==> src/rtl/jump_sequencer_pkg.sv <==
// Shared definitions for the jump game logic: display bus sizes, default
// playfield geometry and the sequencer state encoding.
package jump_sequencer_pkg;

  // Display geometry and VGA colour bus width used across the game blocks.
  localparam int GAME_WIDTH  = 640;
  localparam int GAME_HEIGHT = 480;
  localparam int VGA_RGB_W   = 12;

  // Default playfield and scoring parameters.
  localparam int DEF_COLS            = 5;
  localparam int DEF_COL_W           = 3;
  localparam int DEF_SCORE_W         = 14;
  localparam int DEF_LAND_TIMEOUT_MS = 300;

  // Sequencer states: waiting for a key, jumping onto a block,
  // falling into a gap, and game finished.
  typedef enum logic [1:0] {
    S_READY = 2'd0,
    S_JUMP  = 2'd1,
    S_FALL  = 2'd2,
    S_OVER  = 2'd3
  } state_t;

endpackage

==> src/rtl/jump_sequencer_land_timer.sv <==
// Counts 1 ms ticks while the character is in the air. The expire flag is
// raised combinationally in the cycle whose tick brings the count to LIMIT,
// so a landed pulse in that same cycle can still take priority upstream.
module land_timer #(
  parameter int LIMIT = 300,
  parameter int CNT_W = $clog2(LIMIT + 1)
) (
  input  logic clk,
  input  logic clear,
  input  logic enable,
  input  logic tick,
  output logic expire
);

  logic [CNT_W-1:0] count;

  // Tick counter: cleared while idle, advances on enabled ticks, holds at LIMIT.
  always_ff @(posedge clk) begin
    if (clear) begin
      count <= '0;
    end else if (enable && tick && (count != CNT_W'(LIMIT))) begin
      count <= count + 1'b1;
    end
  end

  assign expire = enable && tick && (count == CNT_W'(LIMIT - 1));

endmodule

==> src/rtl/jump_sequencer.sv <==
// Game-logic controller between the keyboard decoder, the platform
// generator and the character block. Turns left/right key pulses into a
// single jump or fall command, waits for the character to land, then
// advances the row and score or ends the game.
//
// Handshake: every command/strobe in and out is a single-cycle pulse with
// no back-pressure; a pulse is acted on in the cycle it is high and each
// registered output pulse is high for exactly one cycle.
module jump_sequencer
  import jump_sequencer_pkg::*;
#(
  parameter int COLS            = DEF_COLS,
  parameter int COL_W           = DEF_COL_W,
  parameter int SCORE_W         = DEF_SCORE_W,
  parameter int LAND_TIMEOUT_MS = DEF_LAND_TIMEOUT_MS
) (
  input  logic               clk,
  input  logic               rst,
  input  logic               module_en,
  input  logic               key_left,
  input  logic               key_right,
  input  logic               one_ms_tick,
  input  logic               landed,
  input  logic [COLS-1:0]    next_row_blocks,
  output logic               jump_left,
  output logic               jump_right,
  output logic               jump_fail,
  output logic               row_advance,
  output logic [COL_W-1:0]   char_col,
  output logic [SCORE_W-1:0] score,
  output logic               game_over,
  output logic               timeout_err,
  output state_t             dbg_state
);

  localparam logic [COL_W-1:0] START_COL = COL_W'(COLS / 2);
  localparam logic [COL_W-1:0] LAST_COL  = COL_W'(COLS - 1);

  // Dropping module_en restarts the game exactly like rst.
  logic reinit;
  assign reinit = rst | ~module_en;

  state_t state, state_next;

  logic req_left, req_right, req_valid;
  logic use_valid, use_right, at_wall, hit;
  logic [COL_W-1:0] target_col, target_q, target_n;

  logic pend_valid, pend_right, pend_valid_n, pend_right_n;

  logic jump_left_n, jump_right_n, jump_fail_n, row_advance_n;
  logic [COL_W-1:0]   char_col_n;
  logic [SCORE_W-1:0] score_n;
  logic game_over_n, timeout_err_n;

  logic timer_clear, timer_enable, timer_expire;

  assign dbg_state = state;

  // Decode keys and pick the request to act on; a buffered request beats a live one.
  always_comb begin
    req_left   = key_left & ~key_right;
    req_right  = key_right & ~key_left;
    req_valid  = req_left | req_right;
    use_valid  = pend_valid | req_valid;
    use_right  = pend_valid ? pend_right : req_right;
    target_col = use_right ? (char_col + 1'b1) : (char_col - 1'b1);
    at_wall    = use_right ? (char_col == LAST_COL) : (char_col == '0);
    hit        = next_row_blocks[target_col];
  end

  // Timer runs only in the air and is zeroed while waiting, so every jump starts fresh.
  assign timer_clear  = reinit | (state == S_READY) | (state == S_OVER);
  assign timer_enable = (state == S_JUMP) | (state == S_FALL);

  land_timer #(
    .LIMIT (LAND_TIMEOUT_MS)
  ) u_land_timer (
    .clk    (clk),
    .clear  (timer_clear),
    .enable (timer_enable),
    .tick   (one_ms_tick),
    .expire (timer_expire)
  );

  // State register.
  always_ff @(posedge clk) begin
    if (reinit) begin
      state <= S_READY;
    end else begin
      state <= state_next;
    end
  end

  // Next-state logic; a landing in the timeout cycle counts as a normal landing.
  always_comb begin
    state_next = state;
    case (state)
      S_READY: begin
        if (use_valid && !at_wall) begin
          state_next = hit ? S_JUMP : S_FALL;
        end
      end
      S_JUMP: begin
        if (landed) begin
          state_next = S_READY;
        end else if (timer_expire) begin
          state_next = S_OVER;
        end
      end
      S_FALL: begin
        if (landed || timer_expire) begin
          state_next = S_OVER;
        end
      end
      default: state_next = state;
    endcase
  end

  // Output and datapath next values, registered below for one-cycle latency.
  always_comb begin
    jump_left_n   = 1'b0;
    jump_right_n  = 1'b0;
    jump_fail_n   = 1'b0;
    row_advance_n = 1'b0;
    char_col_n    = char_col;
    score_n       = score;
    game_over_n   = game_over;
    timeout_err_n = timeout_err;
    target_n      = target_q;
    pend_valid_n  = pend_valid;
    pend_right_n  = pend_right;
    case (state)
      S_READY: begin
        // Any buffered request is consumed here, even if the wall drops it.
        pend_valid_n = 1'b0;
        if (use_valid && !at_wall) begin
          if (hit) begin
            jump_left_n  = ~use_right;
            jump_right_n = use_right;
            target_n     = target_col;
          end else begin
            jump_fail_n = 1'b1;
          end
        end
      end
      S_JUMP: begin
        if (req_valid && !pend_valid) begin
          pend_valid_n = 1'b1;
          pend_right_n = req_right;
        end
        if (landed) begin
          char_col_n    = target_q;
          row_advance_n = 1'b1;
          if (score != '1) begin
            score_n = score + 1'b1;
          end
        end else if (timer_expire) begin
          game_over_n   = 1'b1;
          timeout_err_n = 1'b1;
          pend_valid_n  = 1'b0;
        end
      end
      S_FALL: begin
        if (landed) begin
          game_over_n = 1'b1;
        end else if (timer_expire) begin
          game_over_n   = 1'b1;
          timeout_err_n = 1'b1;
        end
      end
      default: begin
        pend_valid_n = 1'b0;
      end
    endcase
  end

  // Output and datapath registers; reinit wins over any decision in the same cycle.
  always_ff @(posedge clk) begin
    if (reinit) begin
      jump_left   <= 1'b0;
      jump_right  <= 1'b0;
      jump_fail   <= 1'b0;
      row_advance <= 1'b0;
      char_col    <= START_COL;
      score       <= '0;
      game_over   <= 1'b0;
      timeout_err <= 1'b0;
      target_q    <= START_COL;
      pend_valid  <= 1'b0;
      pend_right  <= 1'b0;
    end else begin
      jump_left   <= jump_left_n;
      jump_right  <= jump_right_n;
      jump_fail   <= jump_fail_n;
      row_advance <= row_advance_n;
      char_col    <= char_col_n;
      score       <= score_n;
      game_over   <= game_over_n;
      timeout_err <= timeout_err_n;
      target_q    <= target_n;
      pend_valid  <= pend_valid_n;
      pend_right  <= pend_right_n;
    end
  end

endmodule

==> config.mk <==
export PLATFORM = sky130hd
export DESIGN_NAME = jump_sequencer
export DESIGN_NICKNAME = d
export VERILOG_FILES = /design/src/rtl/jump_sequencer_pkg.sv /design/src/rtl/jump_sequencer_land_timer.sv /design/src/rtl/jump_sequencer.sv
export SDC_FILE = /design/constraint.sdc
export NUM_CORES = 1
export LEC_CHECK = 0
export CAP_MARGIN = 20
export CORE_MARGIN = 2
export CORE_UTILIZATION = 28
export CTS_BUF_LIST = sky130_fd_sc_hd__clkbuf_8
export DETAILED_ROUTE_END_ITERATION = 16
export GPL_TIMING_DRIVEN = 0
export PLACE_DENSITY_LB_ADDON = 0.12
export SYNTH_ARGS = -nofsm -noshare
export SYNTH_HDL_FRONTEND = slang
export SYNTH_SLANG_ARGS = --single-unit
==> constraint.sdc <==
create_clock -name clk -period 2.8 [get_ports clk]
set_clock_uncertainty 0.2 [all_clocks]
set_input_delay 0.56 -clock clk [delete_from_list [all_inputs] [get_ports clk]]
set_output_delay 0.56 -clock clk [all_outputs]
set_load 0.01 [all_outputs]
==> results of run 1 <==
==> sequential cells by signal (all words and copies together) (netlist names) <==
register,flops
game_over,1
pend_valid,1
jump_fail,1
jump_right,1
dbg_state,2
row_advance,1
score,14
timeout_err,1
target_q,3
u_land_timer.count,9
pend_right,1
jump_left,1
char_col,3
==> routing by layer <==
metal / track usage (%) / up-vias / routed length (um)
met3: 2.892 / 7 / 192
met4: 4.408 / 0 / 65
met1: 17.01 / 818 / 2415
met2: 20.69 / 32 / 2138
met5: 0 / - / 0
li1: - / 908 / -
==> report_power, final <==
group          internal, W  total [W]  switching, W
Clock             0.000288   0.000484      0.000196
Sequential        0.000565   0.000578     0.0000124
Combinational    0.0000973   0.000209      0.000112
Total             0.000951    0.00127      0.000320
==> how the worst min path moves through the flow <==
stage	start	end	slack (ps)
2_1_floorplan	target_q[0]	char_col[0]	230
3_3_place_gp	target_q[0]	char_col[0]	240
3_5_place_dp	target_q[0]	char_col[0]	240
4_1_cts	target_q[0]	char_col[0]	260
5_1_grt	target_q[0]	target_q[0]	290
6_report	target_q[0]	char_col[0]	270
==> tightest hold or removal path, delay by kind of cell (launching register included) <==
kind | cells | cell delay (ps)
compound gates | 1 | 50
simple gates | 1 | 50
flops | 1 | 320
==> through the flow <==
stage	utilization, %	power (W)	worst slack [ps]
finish	39.29	0.001271	201.5
global route	39.29	0.001340	48.69
CTS	38.65	0.001282	24.77
detailed placement	36.23	0.0007783	-666.0
global placement	36.23	0.0007782	-666.4
floorplan	-	0.0007068	161.4
==> layout by cell type, fill, tap and decap left out, drive strengths merged, types with 2 or more instances in the layout <==
master         Yosys  layout
ha                10      10
xnor2             10      10
a31oi              4       4
a211oi             3       3
nor2              37      37
and3               7       7
nand4              7       7
and2               4       4
a21oi              9       9
inv                8       8
clkbuf             6      12
or4                2       2
nand2             17      17
nor3               5       5
o21ai              4       4
nand2b             4       4
nor2b              2       2
mux2i              7       7
dfxtp             39      39
and4               3       3
xor2               7       7
buf                3       7
dlymetal6s2s       0       2
a21o               2       2
nand3              7       7
o211ai             4       4
nor3b              3       3
or3                2       2
clkdlybuf4s50      0      34
o311ai             3       3
==> timing repair <==
item,4_1_cts,5_1_grt
setup endpoints to repair,6,4
pin swaps,1,1
setup buffers,3,1
gates resized for setup,5,6
==> layout make-up <==
type                            instances  area, um^2
Sequential cell                        39       780.7
Buffer                                  9       36.28
Clock buffer                            6       82.58
Inverter                                8       30.03
Multi-Input combinational cell        174        1219
Fill cell                             712        4170
Tap cell                               96       120.1
Clock inverter                          2       35.03
Timing Repair Buffer                   40       395.4
==> cells by family (layout without fill, tap and decap cells) <==
logic type	count (synthesis)	after routing	synth area share, %
compound gates	35	35	12.27
xor+xnor	17	17	7.789
fa+ha+maj	10	10	6.231
buf+inv	17	65	3.302
flops	39	39	38.88
mux	9	9	5.358
simple gates	103	103	26.17
==> run_results.csv, run 1 <==
group,metric,value,unit
setup_path,rrSetupSlack,330,ps
run,max-cap-violations,0,
floorplanning,coreArea,6869,um^2
floorplanning,die_x,88.69,um
synth,synthTopCellsByArea,"dfxtp_1, nor2_1, ha_1",
layout,finalNonFillerCells,374,
floorplanning,initial_core_util,29.23,%
layout,final_area,2699,um^2
global_routing,grt_max_degree,13,
detailed_routing,dr_total_vias,1765,
synth,syn-num-nets,252,
place,hpwl,3.445,mm
cts,cts_max_level,2,
setup_path,crit_chain,"clkdlybuf4s50_1, and2_0, clkbuf_1, nand4_1, a21oi_1, a21oi_1, a31o_2",
synth,async_reset_ff_share,0,%
cts,cts_made_buffers,5,
timing,hold_slack,267.9,ps
timing,timing.fmax,0.3848,GHz
pwr,vdd_drop_max,192.0,uV
cts,tritoncts,"done",
timing,grt_setup_unrepaired,"false",
min_path,min_path_type,"flop to flop",
setup_path,startpoint_type,"primary input",
floorplanning,die_h,88.69,um
pwr,leakage,0.9544,nW
setup_path,slowest_delay,640,ps
global_routing,antenna_found_initial,0,
synth,syn_area,2008,um^2
global_routing,grtUsageTotal,12.87,%
setup_path,crit_path_top_delay_cell,"clkdlybuf4s50_1",
synth,synth_edf_count,0,
detailed_routing,drcViolationCount,0,
layout,insertedDiodeCount,0,
synth,synth_warnings,0,
detailed_routing,drtAntennaViolNets,0,
min_path,hold_depth,2,
setup_path,cpMostUsedCell,"a21oi_1",
timing,period_minus_slack,2598,ps
floorplanning,rows,30,
setup_path,cp_max_fo,8,
synth,synth_seq_area_share,38.88,%
synth,synth_top_area_share,38.88,%
setup_path,cp-end-kind,"flop",
setup_path,arrival,2580,ps
cts,numClockSinks,39,
setup_path,critPathTopFamily,"buffers and inverters",
setup_path,worstRegToRegCells,7,
synth,ys_ff_latch,39,
synth,synth.most_common_cell,"dfxtp_1",
detailed_routing,wl,4.813,mm
synth,synth_common_cells,"dfxtp_1, nor2_1, nand2_1, ha_1",
pwr,power_density,471.0,nW/um^2
place,io_buffers,36,
synth,syn_inst,230,
synth,yosys.area.top_type,"dfxtp_1",
global_routing,grt_overflow,0,
layout,areaGrowthSynthToFinish,34.39,%
synth,synthDistinctLibCells,45,
detailed_routing,drt_pass1_iterations,4,
timing,maxSlewHeadroom,63.62,%
place,placed_cell_area,2489,um^2
place,gp_congestion,0.7407,
synth,synth_flop_cell,"dfxtp_1",
detailed_routing,wl_per_cell,12.87,um
synth,syn_avg_cell_area,8.731,um^2
cts,cts-root-buf,"clkbuf_8",
timing,hold_violations,0,
timing,tightest_slew,545.7,ps
cts,cts_buffer_depth,2,
setup_path,worstSetupEndpoint,"score[9]",
detailed_routing,drtIter0Drc,57,
floorplanning,io_pins,37,
timing,setup_viol,0,
detailed_routing,vias_per_cell,4.719,
layout,layout-drive-gt1-share,9.712,%
place,dp_cells,362,
setup_path,path_buf_inv,2,
cts,insertion_delay,290,ps
global_routing,grt_pass1_vias,1689,
global_routing,grt_pass1_wl,7.893,mm
timing,finalCritPeriodShare,92.80,%
setup_path,worstSetupPathType,"primary input to flop",
setup_path,crit_cells,7,
setup_path,r2r_end,"dbg_state[0]",
setup_path,worstPathRequired,2780,ps
outcome,status,"finished, final reports clean",
cts,hold_buffers,0,
floorplanning,die_area,7865,um^2
setup_path,critPathLaunch,"landed",
cts,cts.clk_slew.worst_paths,80,ps
timing,slew_viol_final,0,
setup_path,timing.rr.start,"dbg_state[0]",
timing,fin_setup_tns,0,ps
layout,nets,299,
(Power assumes the default switching activity.)
==> run 2: changes to the inputs <==
--- a/config.mk
+++ b/config.mk
@@ -11,7 +11,9 @@
 export CTS_BUF_LIST = sky130_fd_sc_hd__clkbuf_8
 export DETAILED_ROUTE_END_ITERATION = 16
 export GPL_TIMING_DRIVEN = 0
+export MAX_ROUTING_LAYER = met4
 export PLACE_DENSITY_LB_ADDON = 0.12
+export SETUP_SLACK_MARGIN = 0.2
 export SYNTH_ARGS = -nofsm -noshare
 export SYNTH_HDL_FRONTEND = slang
 export SYNTH_SLANG_ARGS = --single-unit
==> run 2 against run 1 <==
  * Register-to-register slack improved by 40 ps
  * Via count about the same
  * Count of clock-buffer cells in the layout unchanged
  * Total power increased by 0.81%
  * Die area unchanged
  * Fmax increased by 3.5%
  * Core utilization increased by 0.27 points
  * Worst hold slack got worse by 13 ps
  * Critical path depth increased by 4
  * Sequential share of layout area decreased by 0.11 points
  * Critical path type unchanged
  * Highest routed layer unchanged
==> run_results.csv, run 2 (synthesis gave the netlist of run 1 again) <==
group,metric,value,unit
place,gp_congestion,0.7454,
setup_path,path_buf_inv,3,
detailed_routing,drtAntennaViolNets,0,
setup_path,worstSetupPathType,"primary input to flop",
detailed_routing,vias_per_cell,4.684,
global_routing,grt_overflow,0,
cts,numClockSinks,39,
layout,layout_common_cells,"nor2_1, dfxtp_1, clkdlybuf4s50_1",
floorplanning,io_pins,37,
timing,finalWorstSetupSlack,288.9,ps
timing,finalCritPeriodShare,89.68,%
detailed_routing,drt_pass1_iterations,4,
setup_path,cp-end-kind,"flop",
global_routing,grtUsageTotal,13.40,%
cts,tritoncts,"done",
run,max-cap-violations,0,
setup_path,rrSetupSlack,370,ps
setup_path,crit_path_top_delay_cell,"mux4_2",
place,dp_cells,362,
setup_path,r2r_end,"jump_left",
pwr,vdd_drop_max,239.3,uV
layout,insertedDiodeCount,0,
outcome,status,"finished, final reports clean",
pwr,leakage,0.9487,nW
setup_path,cp_max_fo,4,
cts,cts_buffer_depth,2,
floorplanning,coreArea,6869,um^2
setup_path,worstRegToRegCells,8,
setup_path,worstPathRequired,2790,ps
floorplanning,initial_core_util,29.23,%
setup_path,crit_cells,11,
place,pre_cts_slack,-607.1,ps
pwr,power_density,471.6,nW/um^2
timing,fin_setup_tns,0,ps
detailed_routing,top_layer_used,"met4",
timing,slew_viol_final,0,
layout,reg.largest.list,"score (14), u_land_timer.count (9)",
setup_path,timing.rr.start,"pend_valid",
layout,layout-drive-gt1-share,12.10,%
global_routing,grt_pass1_vias,1667,
layout,largest_reg_flops,14,
detailed_routing,dr_total_vias,1766,
layout,areaGrowthSynthToFinish,35.33,%
cts,cts_max_level,2,
setup_path,critPathLaunch,"key_left",
min_path,min_path_type,"flop to flop",
timing,tightest_slew,537.8,ps
global_routing,grt_pass1_wl,7.983,mm
setup_path,critPathTopFamily,"multiplexers",
timing,hold_violations,0,
timing,timing.fmax,0.3982,GHz
timing,maxSlewHeadroom,64.15,%
setup_path,arrival,2500,ps
detailed_routing,wl_met2,2.161,mm
detailed_routing,drcViolationCount,0,
layout,final_area,2718,um^2
floorplanning,die_area,7865,um^2
detailed_routing,wl_per_cell,12.74,um
timing,grt_setup_unrepaired,"true",
floorplanning,die_x,88.69,um
setup_path,slowest_delay,360,ps
detailed_routing,route.met3.wl,211,um
place,placed_cell_area,2489,um^2
place,hpwl,3.489,mm
detailed_routing,wl_met1,2.415,mm
place,io_buffers,36,
timing,period_minus_slack,2511,ps
global_routing,grt_max_degree,13,
detailed_routing,wl,4.803,mm
timing,setup_viol,0,
layout,nets,302,
floorplanning,rows,30,
layout,fillers,719,
layout,finalNonFillerCells,377,
setup_path,worstSetupEndpoint,"jump_left",
layout,max_flop_register,"score",
global_routing,antenna_found_initial,0,
cts,cts-root-buf,"clkbuf_8",
setup_path,startpoint_type,"primary input",
detailed_routing,drtIter0Drc,59,
floorplanning,die_h,88.69,um
cts,insertion_delay,290,ps
cts,cts.clk_slew.worst_paths,80,ps
cts,cts_made_buffers,5,
setup_path,crit_chain,"dlygate4sd2_1, inv_2, ha_4, mux2i_4, xor2_1, ha_1, mux4_2, o311ai_4, mux2i_2, buf_4, and3_1",
cts,hold_buffers,0,
## run 2: changes by cell type in the layout (fill, tap and decap cells not counted), moves of 2 or more
cell            before  now
buf_4                4    6
dfxtp_1             39   37
dfxtp_2              0    2
dlymetal6s2s_1       2    0
## run 2: where the power goes
group          internal (W)  switching, W
registers          0.000566     0.0000131
clock network      0.000288      0.000201
logic              0.000101      0.000111
## run 2: metrics by stage
| stage | hold slack, ps | power (W) | utilization, % |
|---|---|---|---|
| final | 255.1 | 0.001282 | 39.56 |
| after global routing | 296.4 | 0.001353 | 39.56 |
| after CTS | 257.0 | 0.001298 | 39.07 |
| after detailed placement | 239.5 | 0.0007780 | 36.23 |
| after global placement | 241.3 | 0.0007789 | 36.23 |
| after floorplan | 232.1 | 0.0007075 | - |
## run 2: worst register-to-register path, cell delays in order, from the launching register on
cell,delay (ps)
dfxtp_1,460
mux2i_4,300
xor2_1,170
ha_1,280
mux4_2,360
o311ai_4,100
mux2i_2,110
buf_4,170
and3_1,180
## run 2: per-layer routing
| metal | up-vias | track usage, % |
|---|---|---|
| li1 | 913 | - |
| met1 | 817 | 17.38 |
| met2 | 34 | 20.76 |
| met3 | 2 | 3.078 |
| met4 | 0 | 3.994 |
| met5 | - | - |
## run 2: layout make-up
class | count | area, um^2 | share of cell area (%)
timing repair buffer | 43 | 415.4 | 15.29
tap | 96 | 120.1 | 4.420
inverter | 8 | 30.03 | 1.105
clock inverter | 2 | 35.03 | 1.289
multi-input combinational | 174 | 1215 | 44.71
sequential | 39 | 783.3 | 28.82
clock buffer | 6 | 82.58 | 3.039
buffer | 9 | 36.28 | 1.335
## run 2: timing repair
action                     in CTS  in global routing
setup endpoints to repair       8                  9
gates resized for setup        10                  5
setup buffers                   4                  3
pin swaps                       1                  2
## run 2: worst min path at each step
stage / to / from / cells past startpoint / slack (ps)
after floorplan: char_col[0] / target_q[0] / 2 / 230
after global placement: char_col[0] / target_q[0] / 2 / 240
after detailed placement: char_col[0] / target_q[0] / 2 / 240
after CTS: char_col[0] / target_q[0] / 2 / 260
after global routing: char_col[0] / target_q[0] / 2 / 300
final: char_col[0] / target_q[0] / 2 / 260
==> run 3: changes to the inputs <==
--- a/config.mk
+++ b/config.mk
@@ -7,7 +7,7 @@
 export LEC_CHECK = 0
 export CAP_MARGIN = 20
 export CORE_MARGIN = 2
-export CORE_UTILIZATION = 28
+export CORE_UTILIZATION = 54
 export CTS_BUF_LIST = sky130_fd_sc_hd__clkbuf_8
 export DETAILED_ROUTE_END_ITERATION = 16
 export GPL_TIMING_DRIVEN = 0
@@ -17,3 +17,4 @@
 export SYNTH_ARGS = -nofsm -noshare
 export SYNTH_HDL_FRONTEND = slang
 export SYNTH_SLANG_ARGS = --single-unit
+export TNS_END_PERCENT = 10
==> run 3 against run 2 <==
  * Die area is 46% lower
  * First-iteration DRC count is 53% higher
  * Cell area is 2.4% lower
  * Sequential power hardly changed
  * Final cell count is 13% lower
  * Via count is 2.0% higher
  * Core utilization is 34 points higher
  * Critical path depth is 4 lower
  * Sequential cell count stayed put
  * Register-to-register slack worse by 20 ps
  * Largest power group unchanged
==> run_results.csv, run 3 (synthesis gave the netlist of run 1 again) <==
group,metric,value,unit
layout,nets,300,
timing,slew_viol_final,0,
timing,hold_violations,0,
outcome,status,"finished, final reports clean",
place,hpwl,3.060,mm
floorplanning,die_h,64.98,um
setup_path,cp-end-kind,"flop",
setup_path,startpoint_type,"primary input",
detailed_routing,wl,4.687,mm
detailed_routing,drt_pass1_iterations,5,
cts,numClockSinks,39,
floorplanning,die_area,4222,um^2
global_routing,antenna_found_initial,0,
floorplanning,die_x,64.98,um
place,io_buffers,36,
layout,max_flop_register,"score",
min_path,min_path_type,"flop to flop",
timing,maxSlewHeadroom,60.02,%
place,gp_congestion,0.8555,
setup_path,worstPathRequired,2800,ps
timing,finalCritPeriodShare,91.87,%
layout,fillers,273,
global_routing,grt_overflow,0,
cts,cts_buffer_depth,2,
detailed_routing,drtIter0Drc,90,
place,pre_cts_slack,-522.0,ps
setup_path,worstSetupPathType,"primary input to flop",
layout,largest_reg_flops,14,
timing,fin_setup_tns,0,ps
run,max-cap-violations,0,
cts,cts_max_level,2,
detailed_routing,dr_total_vias,1802,
layout,areaGrowthSynthToFinish,32.02,%
global_routing,grtUsageTotal,26.23,%
timing,setup_viol,0,
floorplanning,io_pins,37,
layout,seqCellArea,780.7,um^2
setup_path,arrival,2570,ps
floorplanning,initial_core_util,55.69,%
floorplanning,rows,22,
pwr,leakage,0.9509,nW
cts,hold_buffers,0,
timing,tightest_slew,599.7,ps
timing,finalWorstSetupSlack,227.7,ps
detailed_routing,wl_per_cell,14.33,um
pwr,vdd_drop_max,287.7,uV
floorplanning,coreArea,3606,um^2
timing,hold_slack,268.3,ps
cts,cts.clk_slew.worst_paths,80,ps
global_routing,grt_pass1_wl,8.321,mm
cts,tritoncts,"done",
layout,final_common_cell,"dfxtp_1",
cts,cts_made_buffers,5,
global_routing,grt_pass1_vias,1779,
layout,insertedDiodeCount,0,
detailed_routing,drtAntennaViolNets,0,
layout,layout_common_cells,"dfxtp_1, nor2_1, clkdlybuf4s50_1",
global_routing,grt_max_degree,14,
detailed_routing,drcViolationCount,0,
cts,insertion_delay,300,ps
cts,cts-root-buf,"clkbuf_8",
timing,grt_setup_unrepaired,"true",
setup_path,cp_max_fo,8,
layout,multi_input_area,1229,um^2
layout,layout-drive-gt1-share,10.39,%
pwr,power_density,477.7,nW/um^2
detailed_routing,vias_per_cell,5.511,
timing,period_minus_slack,2572,ps
timing,timing.fmax,0.3888,GHz
layout,reg.largest.list,"score (14), u_land_timer.count (9)",
## run 3: routing by layer
metal | global-route usage, % | vias to the layer above | wire, um
li1 | - | 912 | -
met1 | 31.78 | 835 | 2190
met2 | 42.53 | 47 | 2205
met3 | 5.729 | 8 | 204
met4 | 10.37 | 0 | 87
met5 | - | - | 0
## run 3: power by group
part	switching [W]	leakage, nW	internal (W)
logic	0.000114	0.578	0.000102
clock network	0.000207	0.0581	0.000265
registers	0.0000126	0.315	0.000565
total	0.000334	0.951	0.000933
## run 3: final timing paths
check               startpoint   endpoint  slack (ps)  cells after the start
hold / removal       game_over  game_over         270                      2
hold reg to reg      game_over  game_over         270                      2
setup / recovery        landed   score[9]         230                      7
setup reg to reg  dbg_state[1]   score[9]         350                      8
## run 3: stage by stage
step                utilization (%)  area, um^2  instances  total power [W]
floorplan                         -        2008        230        0.0007075
global placement              67.35        2429        314        0.0007703
detailed placement            67.35        2429        314        0.0007721
CTS                           73.46        2649        327         0.001272
global route                  73.53        2651        327         0.001318
finish                        73.53        2651        327         0.001266
## run 3: cell type report
cell class              count  share of cell area [%]
inverters                   8                   1.133
plain buffers               9                   1.369
clock inverters             3                   1.652
well taps                  48                   2.265
clock buffers               5                   2.596
flip-flops and latches     39                   29.45
multi-input cells         174                   46.34
repair buffers             41                   15.20
## run 3: repair_timing
action,CTS,global route
pin swaps,3,2
endpoints found under the setup margin,8,12
resized for setup,12,1
buffers inserted,5,0
## run 3: critical path: stages
cell and delay (ps):
clkdlybuf4s50_1 620, and2_0 160, clkbuf_1 290, nand4_1 270, a21oi_1 330, a21oi_1 110
a31o_2 220
